### src/rtl/game_pkg.sv
// -----------------------------------------------------------------------------
// game_pkg
// Shared types and constants for the symbol-counting game controller.
//   - state_t          : round-sequencer states
//   - LEVEL_W/SCORE_W  : widths of curLevel and score
//   - CNT_W            : width of the seconds counter
//   - DEF_*            : default timing constants (seconds) and level limit
//   - calc_show_secs() : display-window length for a given level
//   - sat_inc_score()  : saturating score increment
// -----------------------------------------------------------------------------
package game_pkg;

  localparam int unsigned LEVEL_W = 4;
  localparam int unsigned SCORE_W = 8;
  localparam int unsigned CNT_W   = 5;

  localparam int unsigned DEF_MAX_LEVEL   = 9;
  localparam int unsigned DEF_SHOW_BASE   = 8;
  localparam int unsigned DEF_SHOW_MIN    = 2;
  localparam int unsigned DEF_ANS_SECS    = 10;
  localparam int unsigned DEF_RESULT_SECS = 2;

  typedef enum logic [2:0] {
    IDLE     = 3'd0,
    WAIT_TMR = 3'd1,
    SHOW     = 3'd2,
    ANSWER   = 3'd3,
    RESULT   = 3'd4,
    WON      = 3'd5,
    LOST     = 3'd6
  } state_t;

  // max(min_secs, base - (level-1)) in CNT_W bits; the subtraction clamps at
  // zero instead of wrapping so high levels fall back to the floor.
  function automatic logic [CNT_W-1:0] calc_show_secs(input logic [LEVEL_W-1:0] level,
                                                      input int unsigned        base,
                                                      input int unsigned        min_secs);
    logic [CNT_W-1:0] lvl_m1;
    logic [CNT_W-1:0] base_w;
    logic [CNT_W-1:0] min_w;
    logic [CNT_W-1:0] diff;
    lvl_m1 = (level == '0) ? '0 : (CNT_W'(level) - CNT_W'(1));
    base_w = CNT_W'(base);
    min_w  = CNT_W'(min_secs);
    diff   = (base_w > lvl_m1) ? (base_w - lvl_m1) : '0;
    return (diff > min_w) ? diff : min_w;
  endfunction

  function automatic logic [SCORE_W-1:0] sat_inc_score(input logic [SCORE_W-1:0] value);
    return (value == '1) ? value : (value + SCORE_W'(1));
  endfunction

endpackage

### src/rtl/sec_down_counter.sv
// -----------------------------------------------------------------------------
// sec_down_counter
// Loadable seconds counter decremented by the 1 Hz tick. One instance is
// shared by the SHOW, ANSWER and RESULT phases of the sequencer.
// Ports:
//   clk      - system clock
//   rst_n    - asynchronous active-low reset (count clears to 0)
//   tick     - one-cycle 1 Hz pulse
//   load     - load load_val this cycle (wins over tick)
//   load_val - value to load
//   last     - tick arriving while count==1, i.e. the window's final second
// -----------------------------------------------------------------------------
module sec_down_counter
  import game_pkg::*;
#(
  parameter int unsigned WIDTH = CNT_W
) (
  input  logic             clk,
  input  logic             rst_n,
  input  logic             tick,
  input  logic             load,
  input  logic [WIDTH-1:0] load_val,
  output logic             last
);

  logic [WIDTH-1:0] cnt_q;

  always_ff @(posedge clk or negedge rst_n) begin
    if (!rst_n) begin
      cnt_q <= '0;
    end else if (load) begin
      cnt_q <= load_val;
    end else if (tick && (cnt_q != '0)) begin
      cnt_q <= cnt_q - WIDTH'(1);
    end
  end

  assign last = tick & (cnt_q == WIDTH'(1));

endmodule

### src/rtl/level_sequencer.sv
// -----------------------------------------------------------------------------
// level_sequencer
// Game-flow controller: per level it starts the countdown timer, opens the
// symbol display window, collects and checks the answer, then advances the
// level or ends the game.
// Ports:
//   Clk100M       - system clock, rising edge
//   Rst_n         - asynchronous active-low reset
//   tick1Hz       - one-cycle pulse per second
//   startBtn      - debounced start button (level; rising edge used)
//   timerDone     - countdown-finished pulse from the timer
//   answerValid   - strobe qualifying answer
//   answer        - player's count
//   expectedCount - true symbol count from the symbol generator
//   timerStart    - one-cycle timer start pulse
//   curLevel      - current level, 1..MAX_LEVEL
//   symReq        - one-cycle request for a new symbol set
//   showSymbols   - symbols displayed
//   answerOpen    - answer accepted
//   roundPass     - result phase, answer correct
//   roundFail     - result phase, answer wrong or timed out
//   gameWon       - game won
//   gameLost      - game lost
//   score         - correctly answered rounds, saturating
// -----------------------------------------------------------------------------
module level_sequencer
  import game_pkg::*;
#(
  parameter int unsigned MAX_LEVEL   = DEF_MAX_LEVEL,
  parameter int unsigned SHOW_BASE   = DEF_SHOW_BASE,
  parameter int unsigned SHOW_MIN    = DEF_SHOW_MIN,
  parameter int unsigned ANS_SECS    = DEF_ANS_SECS,
  parameter int unsigned RESULT_SECS = DEF_RESULT_SECS
) (
  input  logic               Clk100M,
  input  logic               Rst_n,
  input  logic               tick1Hz,
  input  logic               startBtn,
  input  logic               timerDone,
  input  logic               answerValid,
  input  logic [3:0]         answer,
  input  logic [3:0]         expectedCount,
  output logic               timerStart,
  output logic [LEVEL_W-1:0] curLevel,
  output logic               symReq,
  output logic               showSymbols,
  output logic               answerOpen,
  output logic               roundPass,
  output logic               roundFail,
  output logic               gameWon,
  output logic               gameLost,
  output logic [SCORE_W-1:0] score
);

  localparam logic [LEVEL_W-1:0] LevelOne = LEVEL_W'(1);
  localparam logic [LEVEL_W-1:0] LevelMax = LEVEL_W'(MAX_LEVEL);

  state_t             state_q, state_d;
  logic [LEVEL_W-1:0] level_q, level_d;
  logic [SCORE_W-1:0] score_q, score_d;
  logic               correct_q, correct_d;
  logic               start_q;
  logic               rise;
  // timerStart and symReq always fire together, so they share one register.
  logic               pulse_q, pulse_d;

  logic               cnt_load;
  logic [CNT_W-1:0]   cnt_val;
  logic               cnt_last;

  assign rise = startBtn & ~start_q;

  sec_down_counter #(
    .WIDTH (CNT_W)
  ) u_sec_cnt (
    .clk      (Clk100M),
    .rst_n    (Rst_n),
    .tick     (tick1Hz),
    .load     (cnt_load),
    .load_val (cnt_val),
    .last     (cnt_last)
  );

  always_comb begin
    state_d   = state_q;
    level_d   = level_q;
    score_d   = score_q;
    correct_d = correct_q;
    pulse_d   = 1'b0;
    cnt_load  = 1'b0;
    cnt_val   = '0;

    unique case (state_q)
      IDLE: begin
        if (rise) begin
          pulse_d = 1'b1;
          state_d = WAIT_TMR;
        end
      end

      WAIT_TMR: begin
        if (timerDone) begin
          cnt_load = 1'b1;
          cnt_val  = calc_show_secs(level_q, SHOW_BASE, SHOW_MIN);
          state_d  = SHOW;
        end
      end

      SHOW: begin
        if (cnt_last) begin
          cnt_load = 1'b1;
          cnt_val  = CNT_W'(ANS_SECS);
          state_d  = ANSWER;
        end
      end

      ANSWER: begin
        // An answer landing on the final tick still counts.
        if (answerValid) begin
          correct_d = (answer == expectedCount);
          cnt_load  = 1'b1;
          cnt_val   = CNT_W'(RESULT_SECS);
          state_d   = RESULT;
          if (answer == expectedCount) begin
            score_d = sat_inc_score(score_q);
          end
        end else if (cnt_last) begin
          correct_d = 1'b0;
          cnt_load  = 1'b1;
          cnt_val   = CNT_W'(RESULT_SECS);
          state_d   = RESULT;
        end
      end

      RESULT: begin
        if (cnt_last) begin
          if (!correct_q) begin
            state_d = LOST;
          end else if (level_q == LevelMax) begin
            state_d = WON;
          end else begin
            level_d = level_q + LEVEL_W'(1);
            pulse_d = 1'b1;
            state_d = WAIT_TMR;
          end
        end
      end

      WON, LOST: begin
        if (rise) begin
          level_d = LevelOne;
          score_d = '0;
          pulse_d = 1'b1;
          state_d = WAIT_TMR;
        end
      end

      default: begin
        state_d = IDLE;
      end
    endcase
  end

  always_ff @(posedge Clk100M or negedge Rst_n) begin
    if (!Rst_n) begin
      state_q   <= IDLE;
      level_q   <= LevelOne;
      score_q   <= '0;
      correct_q <= 1'b0;
      start_q   <= 1'b0;
      pulse_q   <= 1'b0;
    end else begin
      state_q   <= state_d;
      level_q   <= level_d;
      score_q   <= score_d;
      correct_q <= correct_d;
      start_q   <= startBtn;
      pulse_q   <= pulse_d;
    end
  end

  // Flags decode straight from the state register so reset clears them at once.
  assign timerStart  = pulse_q;
  assign symReq      = pulse_q;
  assign curLevel    = level_q;
  assign score       = score_q;
  assign showSymbols = (state_q == SHOW);
  assign answerOpen  = (state_q == ANSWER);
  assign roundPass   = (state_q == RESULT) & correct_q;
  assign roundFail   = (state_q == RESULT) & ~correct_q;
  assign gameWon     = (state_q == WON);
  assign gameLost    = (state_q == LOST);

endmodule

### config.mk
export PLATFORM = sky130hd
export DESIGN_NAME = level_sequencer
export DESIGN_NICKNAME = d
export VERILOG_FILES = /design/src/rtl/game_pkg.sv /design/src/rtl/sec_down_counter.sv /design/src/rtl/level_sequencer.sv
export SDC_FILE = /design/constraint.sdc
export NUM_CORES = 1
export LEC_CHECK = 0
export CORE_UTILIZATION = 45
export CTS_CLUSTER_DIAMETER = 50
export DETAILED_ROUTE_END_ITERATION = 10
export PLACE_DENSITY = 0.8
export REMOVE_ABC_BUFFERS = 1
export SLEW_MARGIN = 0
export SYNTH_ARGS = -nofsm -noshare
export SYNTH_HDL_FRONTEND = slang
export SYNTH_HIERARCHICAL = 1
export SYNTH_SLANG_ARGS = --single-unit
### constraint.sdc
create_clock -name Clk100M -period 2.6 [get_ports Clk100M]
set_input_delay 0.39 -clock Clk100M [delete_from_list [all_inputs] [get_ports Clk100M]]
set_output_delay 0.39 -clock Clk100M [all_outputs]
set_load 0.005 [all_outputs]
==> impl_metrics.tcl <==
set metrics [dict create \
    status "complete, no violations" \
    syn-cell-area_mm2 0.00177 \
    place_ws_ns 0.0342 \
    die_w_um 64.7 \
    synth_seq_cells 23 \
    avgRoutedWirePerCell_um 13.3 \
    leakage_nw 0.933 \
    setup_violations 0 \
    min_path_type "input pin to asynchronous set/reset pin" \
    cp_slowest_cell "dfrtp_1" \
    clkTransAtPathRegs_ns 0.09 \
    vdd_drop_max_mv 0.450 \
    ctsResizeCount 0 \
    crit_chain "or3_1 -> nor2_1 -> clkdlybuf4s50_1" \
    antennaDiodeCount 0 \
    cts_inserted_buffers 3 \
    synth_top_area_share 0.311 \
    cts_hold_buf 0 \
    seqCellArea_um2 577 \
    hpwl_um 2870 \
    fin_crit_sh 0.923 \
    skew_ns 0.00502 \
    num_rows 22 \
    postCtsSetupBuffers 0 \
    synth_ff_type "dfrtp_1" \
    ys_async_sr_fraction 1.00 \
    drt-initial-drc-count 106 \
    ys_seq_area_frac 0.326 \
    yosysWarnings 6 \
    min_period_ns 2.40 \
    grt_setup_unrepaired "no" \
    yosysTopAreaCell "dfrtp_1" \
    coreArea_mm2 0.00372 \
    cp.required_ns 2.21 \
    grt_max_degree 24 \
    timing.max_cap.violations 0 \
    syn_avg_cell_area_um2 8.68 \
    cp.arrival_ns 2.01 \
    die_area_mm2 0.00419 \
    crit_type "flip-flop to output port" \
    grt.overflow.total 0 \
    clkSinkCount 23 \
    multi_input_area_mm2 0.00108 \
    drive_above_1_share 0.121 \
    ios 34 \
    grt_usage 0.193 \
    hold_viol_final 0 \
    clkLatencyLatePin_ns 0.27 \
    firstDrtPassIters 4 \
    slew_headroom 0.565 \
    vias 1571 \
    drc 0 \
    htree_levels 1 \
    route.antenna.remaining_nets 0 \
    power_density_mw_per_mm2 895 \
    final_nets 262 \
    routabilityCongestion 0.860 \
    synth_commonest_cells "nand2_1, dfrtp_1, nor2_1, inv_1" \
    drv_slew 0 \
    grt_pass1_wl_um 6360 \
    clockBufferDepth 2 \
    fin_tns_setup_ns 0 \
    max_freq_mhz 417 \
    port_buffers 33 \
    setup.worst_path.end_class "output port" \
    grt_pass1_vias 1424 \
    cts_root_buffer "clkbuf_8" \
    die_h_um 64.7 \
    nFillCells 329 \
    crit_fanout 18 \
    setup_slack_ns 0.201 \
    grt_antenna_before_repair 0 \
    synth-edff-count 0 \
    max_stage_delay_ns 0.63 \
    tightest_slew_ns 0.653 \
    initial_core_util 0.477 \
    viasPerCell 5.45 \
    cts_tree "done" \
    yosysMostFrequentCell "nand2_1" \
    netlist_instances 204 \
    ys_types 55 \
    critPathLaunchType "flip-flop" \
    wirelength_um 3820 \
    syn_to_final_growth_pct 24.7 \
    synth_area_leaders "dfrtp_1, nand2_1, ha_1" \
]
[kinds of logic (layout without fill, tap and decap cells)]
kind of cell,count (synthesis),after routing,share of synthesized area
fa+ha+maj,7,7,0.0494
compound gates,46,46,0.190
mux,8,8,0.0459
flops,23,23,0.326
other cells,1,1,0.00212
xor+xnor,8,8,0.0438
buf+inv,23,59,0.0650
simple gates,88,88,0.278
[per-stage QoR]
step	power [mW]	cell area [um^2]	utilization	hold WS (ns)	instances
after floorplan	1.33	1710	-	0.0944	194
after global placement	1.73	2160	0.582	0.502	284
after detailed placement	1.75	2160	0.582	0.525	284
after CTS	1.98	2210	0.595	0.483	288
after global routing	2.14	2210	0.595	0.501	288
final	1.98	2210	0.595	0.477	288
[sequential cells by signal, indices dropped and copies added (netlist names)]
name / cells
score: 8
u_sec_cnt/cnt_q: 5
state_q: 3
curLevel: 4
correct_q: 1
start_q: 1
symReq: 1
[cells in the final DEF, fill, tap and decap left out, drive strengths merged, types with 4 or more instances in the layout]
cell type	count
nor2b	5
ha	7
clkdlybuf4s50	33
nor3b	4
or3	5
mux2i	7
inv	13
a21oi	12
nand3	9
nand2	26
xnor2	5
dfrtp	22
o21ai	17
nor2	17
buf	9
[per-layer routing]
metal / routed length (um) / GRT usage / up-vias / part of all wire
met1: 1930 / 0.271 / 743 / 0.50
li1: - / - / 795 / -
met3: 104 / 0.0246 / 4 / 0.027
met5: 0 / 0 / - / 0
met2: 1730 / 0.299 / 29 / 0.45
met4: 53 / 0.0722 / 0 / 0.014
[final cells by class]
cell class / instances / share of cell area
multi-input cells: 158 / 0.489
repair buffers: 42 / 0.180
flip-flops and latches: 23 / 0.261
clock buffers: 3 / 0.0187
inverters: 13 / 0.0221
clock inverters: 1 / 0.00227
well taps: 48 / 0.0272
[critical path, delay by kind of cell (launching register included)]
family / cells / cell delay (ns)
flip-flops: 1 / 0.63
AND/OR/NAND/NOR: 2 / 0.61
buffers and inverters: 1 / 0.50
[path summary, 6_finish.rpt]
check	from	to	slack, ns	depth (start not counted)
max in group asynchronous	Rst_n	curLevel[0]	1.84	2
min reg2reg	score[3]	score[3]	0.55	1
min in group Clk100M	score[3]	score[3]	0.55	1
max reg2reg	curLevel[0]	u_sec_cnt/cnt_q[1]	0.28	11
min	Rst_n	state_q[2]	0.48	2
max	state_q[1]	roundFail	0.20	3
[report_power, final]
group | switching (mW) | internal [mW]
registers | 0.179 | 0.478
logic | 0.554 | 0.540
clock network | 0.120 | 0.107
Power figures use the tool's default switching activity.
